[config.mk]
export PLATFORM = sky130hd
export DESIGN_NAME = bitty_sequencer
export DESIGN_NICKNAME = d
export VERILOG_FILES = /design/src/rtl/bitty_sequencer.sv
export SDC_FILE = /design/constraint.sdc
export NUM_CORES = 1
export LEC_CHECK = 0
export BUFFER_PORTS_ARGS = -buffer_cell sky130_fd_sc_hd__buf_2
export CORE_MARGIN = 2
export CORE_UTILIZATION = 35
export CTS_CLUSTER_DIAMETER = 200
export CTS_CLUSTER_SIZE = 16
export DETAILED_ROUTE_END_ITERATION = 8
export GPL_ROUTABILITY_DRIVEN = 0
export GPL_TIMING_DRIVEN = 0
export PLACE_DENSITY = 0.61
export SYNTH_ARGS = -nofsm -noshare
export SYNTH_HDL_FRONTEND = slang
export SYNTH_SLANG_ARGS = --single-unit
[constraint.sdc]
create_clock -name clk -period 2.2 [get_ports clk]
set_input_delay 0 -clock clk [delete_from_list [all_inputs] [get_ports clk]]
set_output_delay 0 -clock clk [all_outputs]
set_load 0.005 [all_outputs]
[src/rtl/bitty_sequencer.sv]
// bitty_sequencer: program counter and fetch/issue sequencer for the bitty
// control unit. Fetches one 16-bit instruction at a time from a synchronous
// memory, pulses the three control-unit stage enables in order, then waits
// (under a watchdog) for the control unit to report completion.
module bitty_sequencer #(
    parameter int ADDR_W  = 8,
    parameter int TIMEOUT = 15
) (
    input  logic              clk,
    input  logic              reset,
    input  logic              start,
    input  logic [ADDR_W-1:0] start_addr,
    input  logic [ADDR_W-1:0] end_addr,
    input  logic              stall,
    output logic              imem_rd,
    output logic [ADDR_W-1:0] imem_addr,
    input  logic [15:0]       imem_data,
    output logic [15:0]       instruction,
    output logic              en_i,
    output logic              en_s,
    output logic              en_c,
    input  logic              cu_done,
    output logic [ADDR_W-1:0] pc,
    output logic              busy,
    output logic              finished,
    output logic              error,
    output logic [15:0]       instr_count
);

    // Watchdog wide enough to hold TIMEOUT itself.
    localparam int WD_W = $clog2(TIMEOUT + 1);

    typedef enum logic [2:0] {
        S_IDLE,
        S_FETCH,
        S_WAIT_MEM,
        S_ISSUE,
        S_LOAD_EN,
        S_CALC_EN,
        S_WAIT_DONE,
        S_FAULT
    } state_t;

    state_t            state_q, state_d;
    logic [ADDR_W-1:0] pc_q, pc_d;
    logic [ADDR_W-1:0] end_q, end_d;
    logic [15:0]       instr_q, instr_d;
    logic [15:0]       count_q, count_d;
    logic [WD_W-1:0]   wd_q, wd_d;
    logic              error_q, error_d;
    logic              finished_q, finished_d;

    // Completed-instruction counter sticks at all-ones instead of wrapping.
    function automatic logic [15:0] sat_inc16(input logic [15:0] v);
        return (v == 16'hFFFF) ? v : v + 16'd1;
    endfunction

    // Next-state, datapath updates and per-state strobes.
    always_comb begin
        state_d    = state_q;
        pc_d       = pc_q;
        end_d      = end_q;
        instr_d    = instr_q;
        count_d    = count_q;
        wd_d       = wd_q;
        error_d    = error_q;
        finished_d = 1'b0;
        imem_rd    = 1'b0;
        en_i       = 1'b0;
        en_s       = 1'b0;
        en_c       = 1'b0;

        case (state_q)
            S_IDLE, S_FAULT: begin
                // A new program may be launched from either resting state.
                if (start) begin
                    pc_d    = start_addr;
                    end_d   = end_addr;
                    count_d = 16'd0;
                    error_d = 1'b0;
                    state_d = S_FETCH;
                end
            end
            S_FETCH: begin
                imem_rd = 1'b1;
                state_d = S_WAIT_MEM;
            end
            S_WAIT_MEM: begin
                instr_d = imem_data;
                state_d = S_ISSUE;
            end
            S_ISSUE: begin
                if (!stall) begin
                    en_i    = 1'b1;
                    state_d = S_LOAD_EN;
                end
            end
            S_LOAD_EN: begin
                if (!stall) begin
                    en_s    = 1'b1;
                    state_d = S_CALC_EN;
                end
            end
            S_CALC_EN: begin
                if (!stall) begin
                    en_c    = 1'b1;
                    wd_d    = '0;
                    state_d = S_WAIT_DONE;
                end
            end
            S_WAIT_DONE: begin
                wd_d = wd_q + 1'b1;
                if (cu_done) begin
                    count_d = sat_inc16(count_q);
                    if (pc_q == end_q) begin
                        finished_d = 1'b1;
                        state_d    = S_IDLE;
                    end else begin
                        pc_d    = pc_q + 1'b1;
                        state_d = S_FETCH;
                    end
                end else if (wd_q == WD_W'(TIMEOUT - 1)) begin
                    // Last allowed cycle passed without a done: give up.
                    error_d = 1'b1;
                    state_d = S_FAULT;
                end
            end
            default: state_d = S_IDLE;
        endcase
    end

    // State and datapath registers; reset returns every output to zero at once.
    always_ff @(posedge clk or posedge reset) begin
        if (reset) begin
            state_q    <= S_IDLE;
            pc_q       <= '0;
            end_q      <= '0;
            instr_q    <= 16'd0;
            count_q    <= 16'd0;
            wd_q       <= '0;
            error_q    <= 1'b0;
            finished_q <= 1'b0;
        end else begin
            state_q    <= state_d;
            pc_q       <= pc_d;
            end_q      <= end_d;
            instr_q    <= instr_d;
            count_q    <= count_d;
            wd_q       <= wd_d;
            error_q    <= error_d;
            finished_q <= finished_d;
        end
    end

    assign pc          = pc_q;
    assign imem_addr   = pc_q;
    assign instruction = instr_q;
    assign instr_count = count_q;
    assign error       = error_q;
    assign finished    = finished_q;
    assign busy        = (state_q != S_IDLE) && (state_q != S_FAULT);

endmodule

==> results.md, run 1 <==
| Item | Value |
| --- | --- |
| # IOs | 92 |
| Maximum number of pins on one net before global-route repair | 34 |
| Flip-flop and latch count after synthesis | 57 |
| Detail Placement HPWL | 5.40 mm |
| Highest attainable clock frequency | 481 MHz |
| Final Hold Violating Endpoints | 0 |
| Register-to-register setup slack | 120 ps |
| Setup-failing EPs final | 0 |
| Util after Layout | 50.2% |
| Most frequent cells after synthesis | sky130_fd_sc_hd__nand2_1 (58), sky130_fd_sc_hd__dfrtp_1 (57), sky130_fd_sc_hd__nor2_1 (21) |
| Drt wl/cell | 14.0 um |
| Largest area contributor in the netlist | sky130_fd_sc_hd__dfrtp_1 |
| Number of gates on the worst path with buffers counted | 5 |
| Via count normalized by instance count | 4.97 |
| Global-route congestion overflow total | 0 |
| Startpoint of the worst setup timing path | state_q[1] |
| Overall Global Routing Usage | 18.1% |
| Headroom to the max-slew limit | 64.5% |
| Number of flops mapped to enable cells by yosys | 0 |
| Diodes inserted | 0 |
| CTS tree | built |
| Share of synthesized area occupied by flip-flops and latches | 48.0% |
| Net count after synthesis | 356 |
| Number of port buffers | 91 |
| TritonRoute pass-1 iters | 4 |
| Vias in the first global route | 2,751 |
| CTS Buf Count | 9 |
| Leak Pwr | 1.94 nW |
| CTS Root Buffer Type | sky130_fd_sc_hd__clkbuf_8 |
| Largest cells by area after synthesis | sky130_fd_sc_hd__dfrtp_1 (48%), sky130_fd_sc_hd__nand2_1 (7.3%), sky130_fd_sc_hd__mux2_2 (6.1%) |
| Worst path arrival time | 2340 ps |
| H-Tree Level Count | 3 |
| Buffering stage count on the worst path with inverters included | 0 |
| Maximum buffer depth of the clock tree | 2 |
| Row Count | 33 |
| Total DRC errors in the routed layout | 0 |
| Post CTS Setup Buffer Count | 0 |
| Pre-CTS setup slack | 76.7 ps |
| TritonCTS sink count | 57 |
| Final total power | 4.83 mW |
| Post-Synthesis Cells | 315 |
| Total placed instance area | 0.00358 mm2 |
| Die Ht | 96.1 um |
| Worst reg2reg path startpoint | state_q[1] |
| Worst path cell trace | or4b_4 -> o21ai_4 -> o21ai_2 -> or4_1 -> a21oi_1 |
| Delay of the slowest critical-path stage | 590 ps |
| Fill cell count | 770 |
| Number of vias after detailed routing | 2,783 |
| CP endpoint | instr_count[5] |
| Netlist area before placement | 0.00297 mm2 |
| Max_cap viols | 0 |
| Main flop type after synthesis | sky130_fd_sc_hd__dfrtp_1 |
| Count of cells along the worst hold path | 4 |
| Post-Route Skew | 6.30 ps |
| Startpoint type of the worst setup path | flip-flop |
| Floorplan core area | 0.00822 mm2 |
| Source-to-sink clock delay at the later pin of the worst-skew pair | 340 ps |
| Pins over their slew limit | 0 |
| Worst slew pin tran | 529 ps |
| Unique cell type count in the Yosys netlist | 45 |
| Initial antenna violation count | 0 |
| Final-stage net count | 491 |
| Critical Path Fanout Max | 8 |
| YS warnings | 0 |
| Clock slew at reported path FFs | 70 ps |
| RSZ-0062 raised after global routing | no |
| Initial DRC Count | 125 |
| Run status | finished, final reports clean |
| First-pass GRT wire length | 12.8 mm |
| Post-synth top area share | 48.0% |
| Worst path setup slack after routing | 120 ps |
| Slowest CP cell | sky130_fd_sc_hd__or4b_4 |
| Antenna Nets Post-Route | 0 |
| Area Growth Syn to Fin | 38.7% |
| Worst Setup Path Type | reg2reg |
| Power density cells | 1170 mW/mm2 |
| Final cycle utilization of the critical path | 94.5% |
| CP delay by family, top | simple AND/OR/NAND/NOR gates |
| Layout Cell Area excl Fill | 0.00412 mm2 |
| Endpoint of the worst register-to-register path | instr_count[5] |
| Share of flip-flops with an asynchronous set or reset | 100% |
| Share of cells above drive strength 1 | 32.1% |
| Fin crit period | 2080 ps |
| Highest ir drop seen on vdd | 0.000524 V |
| Syn_area_per_cell | 9.43 um2 |
| Initial cell density of the core | 36.2% |
| Hold/Removal Path Class | in2reg |
| Most numerous cell in the Yosys netlist | sky130_fd_sc_hd__nand2_1 |
| Worst Reg-to-Reg Cells | 5 |
| Area enclosed by the die boundary | 0.00924 mm2 |
| Kind of end point of the critical path | flip-flop |
| Detailed Route WL | 7.82 mm |
| Die W | 96.1 um |
| Total Negative Setup Slacks | 0 ps |
| Crit path required time | 2460 ps |
what timing repair did:
action / in CTS / in global routing
gates resized for setup: 0 / 4
hold buffers: 32 / 0
endpoints found under the hold margin: 56 / 0
endpoints found under the setup margin: 0 / 5
where the power goes:
part / switching (mW) / total, mW / internal [mW]
Clock: 0.432 / 1.05 / 0.613
Sequential: 0.345 / 1.77 / 1.43
Combinational: 1.01 / 2.02 / 1.01
cells in the final DEF, fill, tap and decap left out, types with 2 or more instances in the layout:
cell / synthesis / layout
sky130_fd_sc_hd__nor4_1: 8 / 8
sky130_fd_sc_hd__and3_1: 7 / 7
sky130_fd_sc_hd__a21oi_1: 11 / 11
sky130_fd_sc_hd__clkbuf_8: 0 / 12
sky130_fd_sc_hd__nor2_1: 21 / 21
sky130_fd_sc_hd__nor3_1: 7 / 7
sky130_fd_sc_hd__or4_1: 3 / 3
sky130_fd_sc_hd__nor3b_1: 2 / 2
sky130_fd_sc_hd__a31oi_1: 4 / 4
sky130_fd_sc_hd__dlygate4sd3_1: 0 / 32
sky130_fd_sc_hd__xnor2_1: 13 / 13
sky130_fd_sc_hd__o21a_1: 3 / 3
sky130_fd_sc_hd__o31ai_1: 4 / 3
sky130_fd_sc_hd__inv_1: 7 / 6
sky130_fd_sc_hd__xor2_1: 4 / 4
sky130_fd_sc_hd__o22ai_1: 4 / 4
sky130_fd_sc_hd__buf_4: 8 / 8
sky130_fd_sc_hd__clkinvlp_4: 0 / 2
sky130_fd_sc_hd__o21ai_0: 12 / 12
sky130_fd_sc_hd__or3_1: 3 / 3
sky130_fd_sc_hd__o2111ai_1: 2 / 2
sky130_fd_sc_hd__a211oi_1: 4 / 4
sky130_fd_sc_hd__nand3_1: 15 / 15
sky130_fd_sc_hd__dfrtp_1: 57 / 57
sky130_fd_sc_hd__mux2_2: 16 / 16
sky130_fd_sc_hd__nand4_1: 6 / 6
sky130_fd_sc_hd__ha_1: 4 / 4
sky130_fd_sc_hd__nand2_1: 58 / 58
sky130_fd_sc_hd__clkbuf_2: 0 / 2
sky130_fd_sc_hd__buf_2: 4 / 95
sky130_fd_sc_hd__or2_2: 2 / 2
sky130_fd_sc_hd__clkbuf_1: 9 / 8
how the worst min path moves through the flow:
stage / from / end / slack (ps)
2_1_floorplan: stall / en_s / 30
3_3_place_gp: end_addr[2] / end_q[2] / 190
3_5_place_dp: reset / instruction[3] / 80
4_1_cts: start_addr[3] / imem_addr[3] / 20
5_1_grt: start_addr[3] / imem_addr[3] / 20
6_report: start_addr[3] / imem_addr[3] / 30
stage by stage:
step / cells / hold slack, ps
2_1_floorplan: 315 / 30.3
3_3_place_gp: 511 / 195
3_5_place_dp: 512 / 80.7
4_1_cts: 560 / 16.5
5_1_grt: 560 / 18.3
6_report: 560 / 31.4
per-layer routing:
metal | part of all wire (%) | up-vias | global-route usage (%)
li1 | - | 1371 | -
met1 | 45 | 1321 | 23.3
met2 | 49 | 81 | 29.1
met3 | 5.4 | 10 | 3.84
met4 | 1.4 | 0 | 8.21
met5 | 0 | - | 0
flip-flops by register name, summed over array words and instances, names as in the netlist:
register,flops
instr_count,16
instruction,16
end_q,8
imem_addr,8
wd_q,4
state_q,3
error,1
finished,1
area by class of cell:
| type | instances | area [um2] | share of cell area, % |
|---|---|---|---|
| multi-input combinational | 228 | 1400 | 33.8 |
| tap | 105 | 131 | 3.19 |
| sequential | 57 | 1430 | 34.6 |
| timing repair buffer | 124 | 796 | 19.3 |
| clock inverter | 4 | 50.0 | 1.21 |
| clock buffer | 12 | 165 | 4.01 |
| inverter | 7 | 26.3 | 0.638 |
| buffer | 23 | 131 | 3.19 |
tightest hold or removal path: cells and delay by family:
kind,cells,cell delay (ps)
AO/OA/AOI/OAI,2,150
buffers and inverters,1,80
AND/OR/NAND/NOR,1,100
kinds of logic (layout without fill, tap and decap cells):
group           Yosys count  after routing  share of synthesized area [%]
simple gates            138            138                           22.2
flops                    57             57                           48.0
compound gates           52             52                           11.5
buf+inv                  30            170                           5.22
xor+xnor                 17             17                           5.01
mux                      17             17                           6.40
fa+ha+maj                 4              4                           1.68
(Power assumes the default switching activity.)
==> inputs of run 2 (changes only) <==
- CORE_UTILIZATION: 35 -> 51
- PLACE_DENSITY: 0.61 -> 0.83
- REMOVE_ABC_BUFFERS: not set -> 1
==> run 2 against run 1 <==
- sequential power rose by 7%
- design area down 4.2%
- critical endpoint is now instr_count[11]
- clock skew rose by 0.65 ps
- combinational power is 11% lower
==> results.md, run 2 (synthesized netlist as in run 1, its figures left out) <==
| Item | Value | vs previous |
| --- | --- | --- |
| Run status | finished, final reports clean | unchanged |
| Area Growth Syn to Fin | 32.9% | was 38.7% |
| Maximum number of pins on one net before global-route repair | 36 | was 34 |
| Non-filler cells in the finished layout | 505 | was 560 |
| Share of cells above drive strength 1 | 31.2% | was 32.1% |
| Register-to-register setup slack | 70 ps | was 120 ps |
| Diodes inserted | 0 | unchanged |
| Startpoint type of the worst setup path | flip-flop | unchanged |
| Hold/Removal Path Class | in2reg | unchanged |
| CTS Root Buffer Type | sky130_fd_sc_hd__clkbuf_8 | unchanged |
| Vias in the first global route | 2,729 | was 2,751 |
| Pins over their slew limit | 0 | unchanged |
| Initial antenna violation count | 0 | unchanged |
| TritonCTS sink count | 57 | unchanged |
| Row Count | 27 | was 33 |
| Antenna Nets Post-Route | 0 | unchanged |
| Final total power | 4.67 mW | was 4.83 mW |
| Setup-failing EPs final | 0 | unchanged |
| Crit path required time | 2470 ps | was 2460 ps |
| Fin crit period | 2130 ps | was 2080 ps |
| Initial cell density of the core | 53.3% | was 36.2% |
| Die Ht | 80.3 um | was 96.1 um |
| Worst slew pin tran | 723 ps | was 529 ps |
| Source-to-sink clock delay at the later pin of the worst-skew pair | 350 ps | was 340 ps |
| Area enclosed by the die boundary | 0.00645 mm2 | was 0.00924 mm2 |
| Kind of end point of the critical path | flip-flop | unchanged |
| Leak Pwr | 1.86 nW | was 1.94 nW |
| Number of port buffers | 91 | unchanged |
| Via count normalized by instance count | 5.55 | was 4.97 |
| Final cycle utilization of the critical path | 96.9% | was 94.5% |
| # IOs | 92 | unchanged |
| Clock slew at reported path FFs | 60 ps | was 70 ps |
| Buffering stage count on the worst path with inverters included | 0 | unchanged |
| Leading cell types in the layout, fill and taps excluded | sky130_fd_sc_hd__buf_2 (91), sky130_fd_sc_hd__nand2_1 (58), sky130_fd_sc_hd__dfrtp_1 (54) | was sky130_fd_sc_hd__buf_2 (95), sky130_fd_sc_hd__nand2_1 (58), sky130_fd_sc_hd__dfrtp_1 (57) |
| Global-route congestion overflow total | 0 | unchanged |
| Detail Placement HPWL | 4.88 mm | was 5.40 mm |
| TritonRoute pass-1 iters | 4 | unchanged |
| RSZ-0062 raised after global routing | yes | was no |
| Placed cell count | 456 | was 512 |
| Total DRC errors in the routed layout | 0 | unchanged |
| H-Tree Level Count | 3 | unchanged |
| Headroom to the max-slew limit | 51.8% | was 64.5% |
| Drt wl/cell | 15.7 um | was 14.0 um |
| Detailed Route WL | 7.93 mm | was 7.82 mm |
| CTS Buf Count | 9 | unchanged |
| Delay of the slowest critical-path stage | 600 ps | was 590 ps |
| CTS tree | built | unchanged |
| Final Hold Violating Endpoints | 0 | unchanged |
| Final-stage net count | 470 | was 491 |
| Critical Path Fanout Max | 18 | was 8 |
| Highest attainable clock frequency | 469 MHz | was 481 MHz |
| Worst Setup Path Type | reg2reg | unchanged |
| Post-Route Skew | 6.95 ps | was 6.30 ps |
| Most common library cell in the layout ignoring fill and taps | sky130_fd_sc_hd__buf_2 | unchanged |
| Power density cells | 1180 mW/mm2 | was 1170 mW/mm2 |
| First-pass GRT wire length | 12.8 mm | about the same |
| Worst path arrival time | 2400 ps | was 2340 ps |
| Highest ir drop seen on vdd | 0.000668 V | was 0.000524 V |
| Floorplan core area | 0.00557 mm2 | was 0.00822 mm2 |
| Slowest CP cell | sky130_fd_sc_hd__or4b_4 | unchanged |
| Overall Global Routing Usage | 26.4% | was 18.1% |
| Initial DRC Count | 258 | was 125 |
| Number of vias after detailed routing | 2,803 | was 2,783 |
| Max_cap viols | 0 | unchanged |
| Die W | 80.3 um | was 96.1 um |
| Maximum buffer depth of the clock tree | 2 | unchanged |
| CP delay by family, top | simple AND/OR/NAND/NOR gates | unchanged |
| Worst path cell trace | or4b_4 -> o21a_1 -> nor4bb_1 -> o21ai_0 -> a31oi_1 | was or4b_4 -> o21ai_4 -> o21ai_2 -> or4_1 -> a21oi_1 |
[run 2: changes by cell type in the layout (fill, tap and decap cells not counted), sizes merged]
cell	previous run	this run
buf	105	93
clkbuf	22	12
clkinvlp	2	0
clkinv	1	2
nand3b	1	2
[run 2: final timing paths]
path	start	endpoint	depth (start not counted)
min in group asynchronous	reset	instruction[0]	3
min	start_addr[3]	imem_addr[3]	4
max	state_q[1]	instr_count[11]	5
max reg2reg	state_q[1]	instr_count[11]	5
max in group asynchronous	reset	state_q[0]	4
min reg2reg	error	error	2
[run 2: area by class of cell]
class / count / area [um2]
fillers: 435 / 1620
flip-flops and latches: 57 / 1430
clock inverters: 3 / 40.0
clock buffers: 12 / 155
inverters: 7 / 26.3
repair buffers: 125 / 803
multi-input cells: 229 / 1410
well taps: 72 / 90.1
[run 2: tightest hold or removal path: stages]
cell	delay, ps
sky130_fd_sc_hd__buf_2	90
sky130_fd_sc_hd__a21oi_1	60
sky130_fd_sc_hd__nor2_1	80
sky130_fd_sc_hd__a211o_1	100
[run 2: power breakdown]
group	leakage (nW)	total [mW]	switching [mW]	internal [mW]
Sequential	0.715	1.89	0.453	1.43
Clock	0.102	0.989	0.415	0.574
Combinational	1.05	1.80	0.912	0.884
Total	1.86	4.67	1.78	2.89
[run 2: metrics by stage]
stage / worst slack [ps] / TNS (ps) / utilization, % / cell area [um2] / hold WS [ps]
after floorplan: -118 / -405 / - / 2840 / 30.3
after global placement: -631 / -6090 / 60.8 / 3390 / 193
after detailed placement: -658 / -6730 / 61.1 / 3410 / 53.6
after CTS: 13.8 / 0 / 70.8 / 3950 / 12.6
after global routing: -6.69 / -6.69 / 70.9 / 3950 / 54.6
final: 67.4 / 0 / 70.9 / 3950 / 11.2
[run 2: layer usage]
| metal | wire (um) | track usage (%) | vias up |
|---|---|---|---|
| met5 | 0 | 0 | - |
| met4 | 167 | 11.7 | 0 |
| met3 | 443 | 5.73 | 15 |
| met2 | 3970 | 45.8 | 105 |
| met1 | 3340 | 31.3 | 1350 |
| li1 | - | - | 1333 |
[run 2: repair_timing]
action,4_1_cts,5_1_grt
gates cloned,1,0
hold endpoints to repair,55,0
endpoints found under the setup margin,17,22
gates resized for setup,2,4
buffers inserted,1,0
hold buffers,32,0
pin swaps,1,0
